## config.mk

```make
export PLATFORM = sky130hd
export DESIGN_NAME = fetch_controller
export DESIGN_NICKNAME = d
export VERILOG_FILES = /design/src/rtl/fetch_controller.sv
export SDC_FILE = /design/constraint.sdc
export NUM_CORES = 1
export LEC_CHECK = 0
export ABC_CLOCK_PERIOD_IN_PS = 6730
export CORE_ASPECT_RATIO = 1.5
export CORE_UTILIZATION = 30
export CTS_BUF_LIST = sky130_fd_sc_hd__clkbuf_8
export CTS_CLUSTER_DIAMETER = 80
export DETAILED_ROUTE_END_ITERATION = 10
export PLACE_DENSITY = 0.49
export SYNTH_ARGS = -nofsm -noshare
export SYNTH_HDL_FRONTEND = slang
export SYNTH_SLANG_ARGS = --single-unit
```

## constraint.sdc

```tcl
create_clock -name clk -period 6.73 [get_ports clk]
set_input_delay 0.673 -clock clk [delete_from_list [all_inputs] [get_ports clk]]
set_output_delay 0.673 -clock clk [all_outputs]
set_load 0.005 [all_outputs]
```

## src/rtl/fetch_controller.sv

```systemverilog
// fetch_controller
// Instruction fetch front end: a PC register drives the instruction memory
// address, each fetched word is queued with its address in a 2-entry FIFO,
// and the FIFO head is presented to decode through a valid/ready handshake.
// Aligned redirects flush the queue and retarget the PC. A misaligned
// redirect latches a sticky error and parks the block in HALT until reset.
//
// Ports:
//   clk            - sole clock, rising edge
//   rst_n          - synchronous active-low reset
//   imem_addr      - instruction memory address (equals PC)
//   imem_rdata     - instruction word for imem_addr (combinational memory)
//   redirect_valid - branch/jump redirect request
//   redirect_pc    - redirect target
//   halt_req       - stop fetching
//   out_valid      - FIFO head holds an instruction for decode
//   out_ready      - decode accepts the head this cycle
//   out_instr      - head instruction word
//   out_pc         - head instruction address
//   misalign_err   - sticky misaligned-redirect flag
//   fetch_count    - number of instructions accepted by decode (wraps)
module fetch_controller #(
  parameter logic [31:0] RESET_PC = 32'h0000_1000
) (
  input  logic        clk,
  input  logic        rst_n,
  output logic [31:0] imem_addr,
  input  logic [31:0] imem_rdata,
  input  logic        redirect_valid,
  input  logic [31:0] redirect_pc,
  input  logic        halt_req,
  output logic        out_valid,
  input  logic        out_ready,
  output logic [31:0] out_instr,
  output logic [31:0] out_pc,
  output logic        misalign_err,
  output logic [31:0] fetch_count
);

  localparam logic [0:0] ST_RUN  = 1'b0;
  localparam logic [0:0] ST_HALT = 1'b1;

  logic [31:0] pc;
  logic [0:0]  state;
  logic [0:0]  next_state;

  // Second FIFO slot; the head slot is the registered out_* outputs.
  logic        slot1_valid;
  logic [31:0] slot1_pc;
  logic [31:0] slot1_instr;

  logic redirect_ok;
  logic redirect_bad;
  logic pop;
  logic push;

  assign imem_addr = pc;

  // Decode redirect, handshake and fetch enables for this cycle.
  always_comb begin
    redirect_ok  = 1'b0;
    redirect_bad = 1'b0;
    pop          = 1'b0;
    push         = 1'b0;
    // Once the sticky error is set, redirects are no longer honoured.
    if (redirect_valid && !misalign_err) begin
      if (redirect_pc[1:0] == 2'b00) begin
        redirect_ok = 1'b1;
      end else begin
        redirect_bad = 1'b1;
      end
    end else begin
      redirect_ok  = 1'b0;
      redirect_bad = 1'b0;
    end
    // A redirect discards any same-cycle handshake.
    pop = out_valid && out_ready && !redirect_ok && !redirect_bad;
    // Fetch when there is room now or room made by this cycle's pop.
    push = (state == ST_RUN) && !halt_req && !redirect_ok && !redirect_bad &&
           (!slot1_valid || pop);
  end

  // RUN/HALT transitions; redirects outrank halt_req.
  always_comb begin
    next_state = state;
    case (state)
      ST_RUN: begin
        if (redirect_bad) begin
          next_state = ST_HALT;
        end else if (redirect_ok) begin
          next_state = ST_RUN;
        end else if (halt_req) begin
          next_state = ST_HALT;
        end else begin
          next_state = ST_RUN;
        end
      end
      ST_HALT: begin
        if (misalign_err || redirect_bad) begin
          next_state = ST_HALT;
        end else if (redirect_ok) begin
          next_state = ST_RUN;
        end else if (halt_req) begin
          next_state = ST_HALT;
        end else begin
          next_state = ST_RUN;
        end
      end
      default: next_state = ST_RUN;
    endcase
  end

  // PC, state, error flag, delivery counter and the 2-entry FIFO.
  always_ff @(posedge clk) begin
    if (!rst_n) begin
      pc           <= RESET_PC;
      state        <= ST_RUN;
      misalign_err <= 1'b0;
      fetch_count  <= 32'd0;
      out_valid    <= 1'b0;
      out_pc       <= 32'd0;
      out_instr    <= 32'd0;
      slot1_valid  <= 1'b0;
      slot1_pc     <= 32'd0;
      slot1_instr  <= 32'd0;
    end else begin
      state <= next_state;

      if (redirect_bad) begin
        misalign_err <= 1'b1;
      end

      if (pop) begin
        fetch_count <= fetch_count + 32'd1;
      end

      // Misaligned redirects leave the PC where it is.
      if (redirect_ok) begin
        pc <= redirect_pc;
      end else if (push) begin
        pc <= pc + 32'd4;
      end

      if (redirect_ok || redirect_bad) begin
        out_valid   <= 1'b0;
        slot1_valid <= 1'b0;
      end else begin
        case ({push, pop})
          2'b11: begin
            if (slot1_valid) begin
              out_pc      <= slot1_pc;
              out_instr   <= slot1_instr;
              slot1_pc    <= pc;
              slot1_instr <= imem_rdata;
            end else begin
              out_pc    <= pc;
              out_instr <= imem_rdata;
            end
          end
          2'b10: begin
            if (!out_valid) begin
              out_valid <= 1'b1;
              out_pc    <= pc;
              out_instr <= imem_rdata;
            end else begin
              slot1_valid <= 1'b1;
              slot1_pc    <= pc;
              slot1_instr <= imem_rdata;
            end
          end
          2'b01: begin
            out_valid   <= slot1_valid;
            out_pc      <= slot1_pc;
            out_instr   <= slot1_instr;
            slot1_valid <= 1'b0;
          end
          default: begin
            out_valid <= out_valid;
          end
        endcase
      end
    end
  end

endmodule

```

==> results of run 1 <==
-- state kept, by name, summed over array words and instances (netlist names), 32 cells and up --
| name | flops |
|---|---|
| fetch_count | 32 |
| imem_addr | 32 |
| out_instr | 32 |
| out_pc | 32 |
| slot1_instr | 32 |
| slot1_pc | 32 |
-- placed cells by master (no fill, tap or decap), drive strengths merged, types with 13 or more instances in the layout --
master,n
dfxtp,196
clkdlybuf4s50,198
nand3,24
xor2,38
and3,16
o21ai,28
buf,13
nand4,29
nand2,160
a22oi,61
a211oi,126
nor2b,63
clkbuf,20
nor2,100
a21oi,152
nor3,14
-- final timing paths --
kind                            cells after the start  slack (ps)                          to
worst min register to register                      2         460   slot1_pc[31]$_SDFFE_PN0P_
worst min-delay path                                2         460   slot1_pc[31]$_SDFFE_PN0P_
worst max register to register                     10        2810  out_instr[22]$_SDFFE_PN0P_
worst max-delay path                               11        2660  out_instr[22]$_SDFFE_PN0P_
-- cell families after synthesis --
group           after synthesis  synth area share
fa+ha+maj                     7           0.00918
simple gates                445             0.226
compound gates              383             0.256
mux                           5           0.00538
buf+inv                     119            0.0470
xor+xnor                     49            0.0450
flops                       196             0.411
-- critical path, delay by kind of cell --
family                   cells  cell delay (ps)
buffers and inverters        3             1420
AO/OA/AOI/OAI                3              370
AND/OR/NAND/NOR              4             1600
adder cells (fa/ha/maj)      1              300
-- area by class of cell --
type	count	area, sq um
inverter	6	27.5
fill	3241	18900
timing repair buffer	211	2080
clock buffer	20	275
antenna	1	2.50
clock inverter	12	201
sequential	196	3930
multi-input combinational	889	5220
tap	405	507
-- power by group through the flow --
stage                     clock network (mW)  registers, mW  logic (mW)
after CTS                              0.960           1.26       0.415
after floorplan                            0           1.27       0.236
after global routing                    1.00           1.27       0.455
after detailed placement                   0           1.29       0.414
after global placement                     0           1.29       0.409
final                                  0.920           1.26       0.410
-- synthesized netlist by cell type, types with 24 or more instances --
cell,instances
sky130_fd_sc_hd__nand4_1,28
sky130_fd_sc_hd__xor2_1,38
sky130_fd_sc_hd__nand2_1,160
sky130_fd_sc_hd__nor2b_1,63
sky130_fd_sc_hd__nand3_1,24
sky130_fd_sc_hd__clkbuf_1,102
sky130_fd_sc_hd__o21ai_0,28
sky130_fd_sc_hd__nor2_1,100
sky130_fd_sc_hd__a21oi_1,152
sky130_fd_sc_hd__a211oi_1,126
sky130_fd_sc_hd__a22oi_1,61
sky130_fd_sc_hd__dfxtp_1,196
-- layer usage --
metal	up-vias	global-route usage
li1	4535	-
met1	4277	0.238
met2	208	0.335
met3	28	0.0324
met4	0	0.0639
met5	-	0
-- through the flow --
stage          worst slack, ps  utilization  std cells  hold WS [ps]  power [mW]
2_1_floorplan             3270            -       1204           436        1.50
3_3_place_gp              2150        0.378       1707           447        1.70
3_5_place_dp              2100        0.378       1707           450        1.70
4_1_cts                   2670        0.393       1739           465        2.64
5_1_grt                   2380        0.393       1740           479        2.73
6_report                  2660        0.393       1740           464        2.59
==> results.toml, run 1 <==
[outcome]
run_status = "complete, no violations"

[power]
netSwitchingPower_mw = 0.733
power-per-cell-area_mw_per_mm2 = 212
sequentialPowerShare = 0.487
pwr-share-comb = 0.158
power_switching_share = 0.283
ir_worst_vdd_mv = 0.130
power.share.clock = 0.355
power_leakage_nw = 3.96
cellInternalPower_mw = 1.86

[clock_network]
post-cts-setup-buffers = 0
cts-root-to-sink-buffers = 2
clk_latency_ps = 510
clockRootBuffer = "sky130_fd_sc_hd__clkbuf_8"
post_cts_resize_count = 0
cts_hold_buf = 0
cts-htree-levels = 4
path_clk_slew_ps = 100
cts-buffers-inserted = 17
tritoncts_clock_tree = "built"
cts_sinks = 196

[synth]
post_synth_instance_area_sq_mm = 0.00954
yosys-top-cells-area = "sky130_fd_sc_hd__dfxtp_1, sky130_fd_sc_hd__a211oi_1, sky130_fd_sc_hd__a21oi_1, sky130_fd_sc_hd__nand2_1, sky130_fd_sc_hd__a22oi_1"
ys_seq_area_frac = 0.411
synth_edf_count = 0
post_synth.cell_area_avg_sq_um = 7.92
yosysTopAreaCellShare = 0.411
ys.flop_type = "sky130_fd_sc_hd__dfxtp_1"
syn-instance-count = 1204
yosys.area.top_type = "sky130_fd_sc_hd__dfxtp_1"
synth_warnings = 0
post_synthesis_async_set_or_reset_flop_share = 0
synth.ff_latch_count = 196
synth.net_count = 1280
post_synth_num_cell_types = 47

[floorplan]
start_util = 0.306
fp.coreArea_sq_mm = 0.0311
ioPinCount = 199
die_height_um = 220
floorplan.die_area_sq_mm = 0.0325
die_w_um = 148
placementRows = 79

[worst_setup_path]
worstPathCellList = "clkdlybuf4s50_1 > or2_2 > or3_1 > inv_1 > ha_2 > a21oi_1 > nand2_4 > buf_4 > a211oi_1 > a21oi_1 > nor2_1"
regToRegStartpoint = "out_valid$_SDFFE_PP0P_"
cpMostUsedCell = "sky130_fd_sc_hd__a21oi_1"
setup.worst_path.start_class = "primary input"
worst-setup-path-type = "in2reg"
timing.critical_path.slowest_cell_delay_ps = 770
worst_ep_arrival_time_ps = 4430
timing.critical_path.required_ps = 7100
critical_path.endpoint_type = "flip-flop"
critPathLaunch = "halt_req"
critical_path_peak_fanout = 89
cp_slowest_cell = "sky130_fd_sc_hd__nand2_4"

[place]
port_buffers = 198
hpwl_mm = 19.0
place_congestion = 0.750
placed_cell_area_sq_mm = 0.0118

[global_routing]
number_of_global_route_vias_before_repair = 8530
grt_start_max_net_pins = 99
gr-usage-all-layers = 0.192
grt_pass1_wl_mm = 48.3
grt_antenna_before_repair = 1
global_route_total_overflow = 0

[route]
routed-wl-met2_mm = 15.7
detail_route.drc_violations = 0
post_drt_via_cell_ratio = 5.20
routed_wl_mm = 30.8
highest-signal-layer = "met4"
initial_drt_markers = 609
vias = 9048
drt_first_pass_iters = 5
m1WireLength_mm = 13.3
met3_length_mm = 1.33
final_antenna_net_count = 0
avgRoutedWirePerCell_um = 17.7

[min_path]
hold_path_class = "reg2reg"
hold_crit_start = "slot1_pc[31]$_SDFFE_PN0P_"

[job]
max_cap_viol_count = 0

[sta]
rsz0062_at_grt = "no"
timing.clock.skew_ps = 16.5
min_period_over_period = 0.604
timing.slew.headroom = 0.208
period_needed_ps = 4070
timing.final.hold_violations = 0
setup_tns_ps = 0
tightest_slew_ps = 1190
final-setup-viol-count = 0
report.final.slew_viol_count = 0
fmax_ghz = 0.246

[layout]
area.growth.synth_to_final_pct = 28.3
summed_area_of_non_filler_cells_in_the_final_layout_sq_mm = 0.0122
final_layout_size_suffix_gt1_frac = 0.0487
nets = 1397
No activity file was read; power rests on OpenSTA's default activity.
==> inputs of run 2 (changes only) <==
--- a/config.mk
+++ b/config.mk
@@ -5,7 +5,7 @@
 export SDC_FILE = /design/constraint.sdc
 export NUM_CORES = 1
 export LEC_CHECK = 0
-export ABC_CLOCK_PERIOD_IN_PS = 6730
+export ABC_CLOCK_PERIOD_IN_PS = 3800
 export CORE_ASPECT_RATIO = 1.5
 export CORE_UTILIZATION = 30
 export CTS_BUF_LIST = sky130_fd_sc_hd__clkbuf_8
==> constraint.sdc (replaced) <==
create_clock -name clk -period 3.8 [get_ports clk]
set_input_delay 0.38 -clock clk [delete_from_list [all_inputs] [get_ports clk]]
set_output_delay 0.38 -clock clk [all_outputs]
set_load 0.005 [all_outputs]
==> run 2 against run 1 <==
Net effect:
- first-iteration DRC count fell by 11%
- worst setup slack worse by 2000 ps
- cell count is 0.80% higher
- flip-flop and latch count did not move
- wire length down 1.3%
- core utilization grew 0.68 points
- critical endpoint is now slot1_instr[8]$_SDFFE_PN0P_
- highest routed layer unchanged
==> results.toml, run 2 (synthesis results as in run 1) <==
[worst_setup_path]
timing.critical_path.buf_inv = 2
critical_path.endpoint_type = "flip-flop"
timing.critical_path.required_ps = 4220
cp_slowest_cell = "sky130_fd_sc_hd__dfxtp_4"
worstPathCellList = "a21boi_0 > or3_1 > inv_1 > ha_1 > o2111ai_4 > buf_4 > nand2_1 > a21oi_1"
timing.critical_path.slowest_cell_delay_ps = 590
worst-setup-path-type = "reg2reg"
cp_top_family = "compound AO/OA/AOI/OAI gates"
worstReg2RegEnd = "slot1_instr[8]$_SDFFE_PN0P_"
rrSetupSlack_ps = 700
timing.reg2reg.worst_path_depth = 8
critical_path_peak_fanout = 33
regToRegStartpoint = "slot1_valid$_SDFFE_PP0P_"
setup.worst_path.start_class = "flip-flop"
worst_ep_arrival_time_ps = 3510

[clock_network]
tritoncts_clock_tree = "built"
cts-htree-levels = 4
cts-root-to-sink-buffers = 2
clk_latency_ps = 490
cts_hold_buf = 0
post-cts-setup-buffers = 0
clockRootBuffer = "sky130_fd_sc_hd__clkbuf_8"
post_cts_resize_count = 0
cts_sinks = 196
path_clk_slew_ps = 90
cts-buffers-inserted = 17

[power]
ir_worst_vdd_mv = 0.209
power.share.clock = 0.358
power-per-cell-area_mw_per_mm2 = 373
sequentialPowerShare = 0.481
cellInternalPower_mw = 3.37
pwr-share-comb = 0.161
power_switching_share = 0.274
power_leakage_nw = 4.08
netSwitchingPower_mw = 1.28

[sta]
min_period_over_period = 0.815
timing.clock.skew_ps = 11.9
fmax_ghz = 0.323
rsz0062_at_grt = "no"
timing.slew.headroom = 0.262
period_needed_ps = 3100
timing.final.hold_violations = 0
report.final.slew_viol_count = 0
tightest_slew_ps = 1100
postLayoutSetupSlackWorst_ps = 705
final-setup-viol-count = 0
setup_tns_ps = 0

[route]
post_drt_via_cell_ratio = 5.26
routed_wl_mm = 30.4
detail_route.drc_violations = 0
vias = 9227
initial_drt_markers = 539
final_antenna_net_count = 0
avgRoutedWirePerCell_um = 17.4
drt_first_pass_iters = 5

[global_routing]
grt_antenna_before_repair = 1
gr-usage-all-layers = 0.186
number_of_global_route_vias_before_repair = 8608
global_route_total_overflow = 0
grt_pass1_wl_mm = 47.4
grt_start_max_net_pins = 98

[floorplan]
fp.coreArea_sq_mm = 0.0311
die_w_um = 148
floorplan.die_area_sq_mm = 0.0325
placementRows = 79
die_height_um = 220
start_util = 0.306
ioPinCount = 199

[job]
max_cap_viol_count = 0

[place]
post_place_worst_slack_ps = 458
hpwl_mm = 19.8
port_buffers = 198
place_congestion = 0.774

[layout]
final_cell_mix = "sky130_fd_sc_hd__clkdlybuf4s50_1, sky130_fd_sc_hd__dfxtp_1, sky130_fd_sc_hd__nand2_1"
layout_commonest_cell = "sky130_fd_sc_hd__clkdlybuf4s50_1"
area.growth.synth_to_final_pct = 30.6
final_layout_size_suffix_gt1_frac = 0.0556
nets = 1411
finish.utilization = 0.400

[outcome]
run_status = "complete, no violations"

[min_path]
hold_depth = 2
whs_endpoint = "slot1_pc[1]$_SDFFE_PN0P_"
hold_crit_start = "slot1_pc[1]$_SDFFE_PN0P_"
hold_path_class = "reg2reg"
==> run 2: power groups by stage <==
stage	Clock (mW)	Sequential, mW	Combinational (mW)
6_report	1.67	2.24	0.749
5_1_grt	1.80	2.25	0.829
4_1_cts	1.73	2.24	0.763
3_5_place_dp	0	2.28	0.760
3_3_place_gp	0	2.28	0.751
2_1_floorplan	0	2.25	0.417
==> run 2: area by class of cell <==
class,instances,area [sq um]
Fill cell,3255,18700
Tap cell,405,507
Timing Repair Buffer,225,2280
Antenna cell,1,2.50
Multi-Input combinational cell,889,5220
Clock buffer,20,275
Sequential cell,196,3930
Clock inverter,12,209
Inverter,6,27.5
==> run 2: layer usage <==
| metal | GRT usage | wire length [um] | vias up |
|---|---|---|---|
| met2 | 0.329 | 15400 | 204 |
| li1 | - | - | 4579 |
| met3 | 0.0357 | 1280 | 18 |
| met4 | 0.0584 | 407 | 0 |
| met5 | 0 | 0 | - |
| met1 | 0.226 | 13300 | 4426 |
==> run 2: worst max-delay path by stage <==
stage                                        start                            to  slack (ps)  cells after the start
final                     slot1_valid$_SDFFE_PP0P_   slot1_instr[8]$_SDFFE_PN0P_         700                      8
after floorplan                     redirect_valid     out_instr[0]$_SDFFE_PN0P_         640                     14
after CTS                 slot1_valid$_SDFFE_PP0P_   slot1_instr[8]$_SDFFE_PN0P_         670                      8
after global placement              redirect_valid  slot1_instr[16]$_SDFFE_PN0P_         540                      9
after global routing      slot1_valid$_SDFFE_PP0P_  slot1_instr[13]$_SDFFE_PN0P_         430                      8
after detailed placement            redirect_valid   slot1_instr[8]$_SDFFE_PN0P_         460                      9
==> run 2: metrics by stage <==
stage / total power [mW] / instances / hold WS [ps] / cell area (sq um)
CTS: 4.73 / 1753 / 411 / 12500
finish: 4.65 / 1754 / 462 / 12500
floorplan: 2.66 / 1204 / 436 / 9540
detailed placement: 3.04 / 1721 / 447 / 12000
global placement: 3.03 / 1721 / 445 / 12000
global route: 4.88 / 1754 / 430 / 12500
==> run 2: tightest hold or removal path: cells and delay by family (launching register included) <==
kind	cells	cell delay, ps
flip-flops	1	320
AND/OR/NAND/NOR	1	50
AO/OA/AOI/OAI	1	50
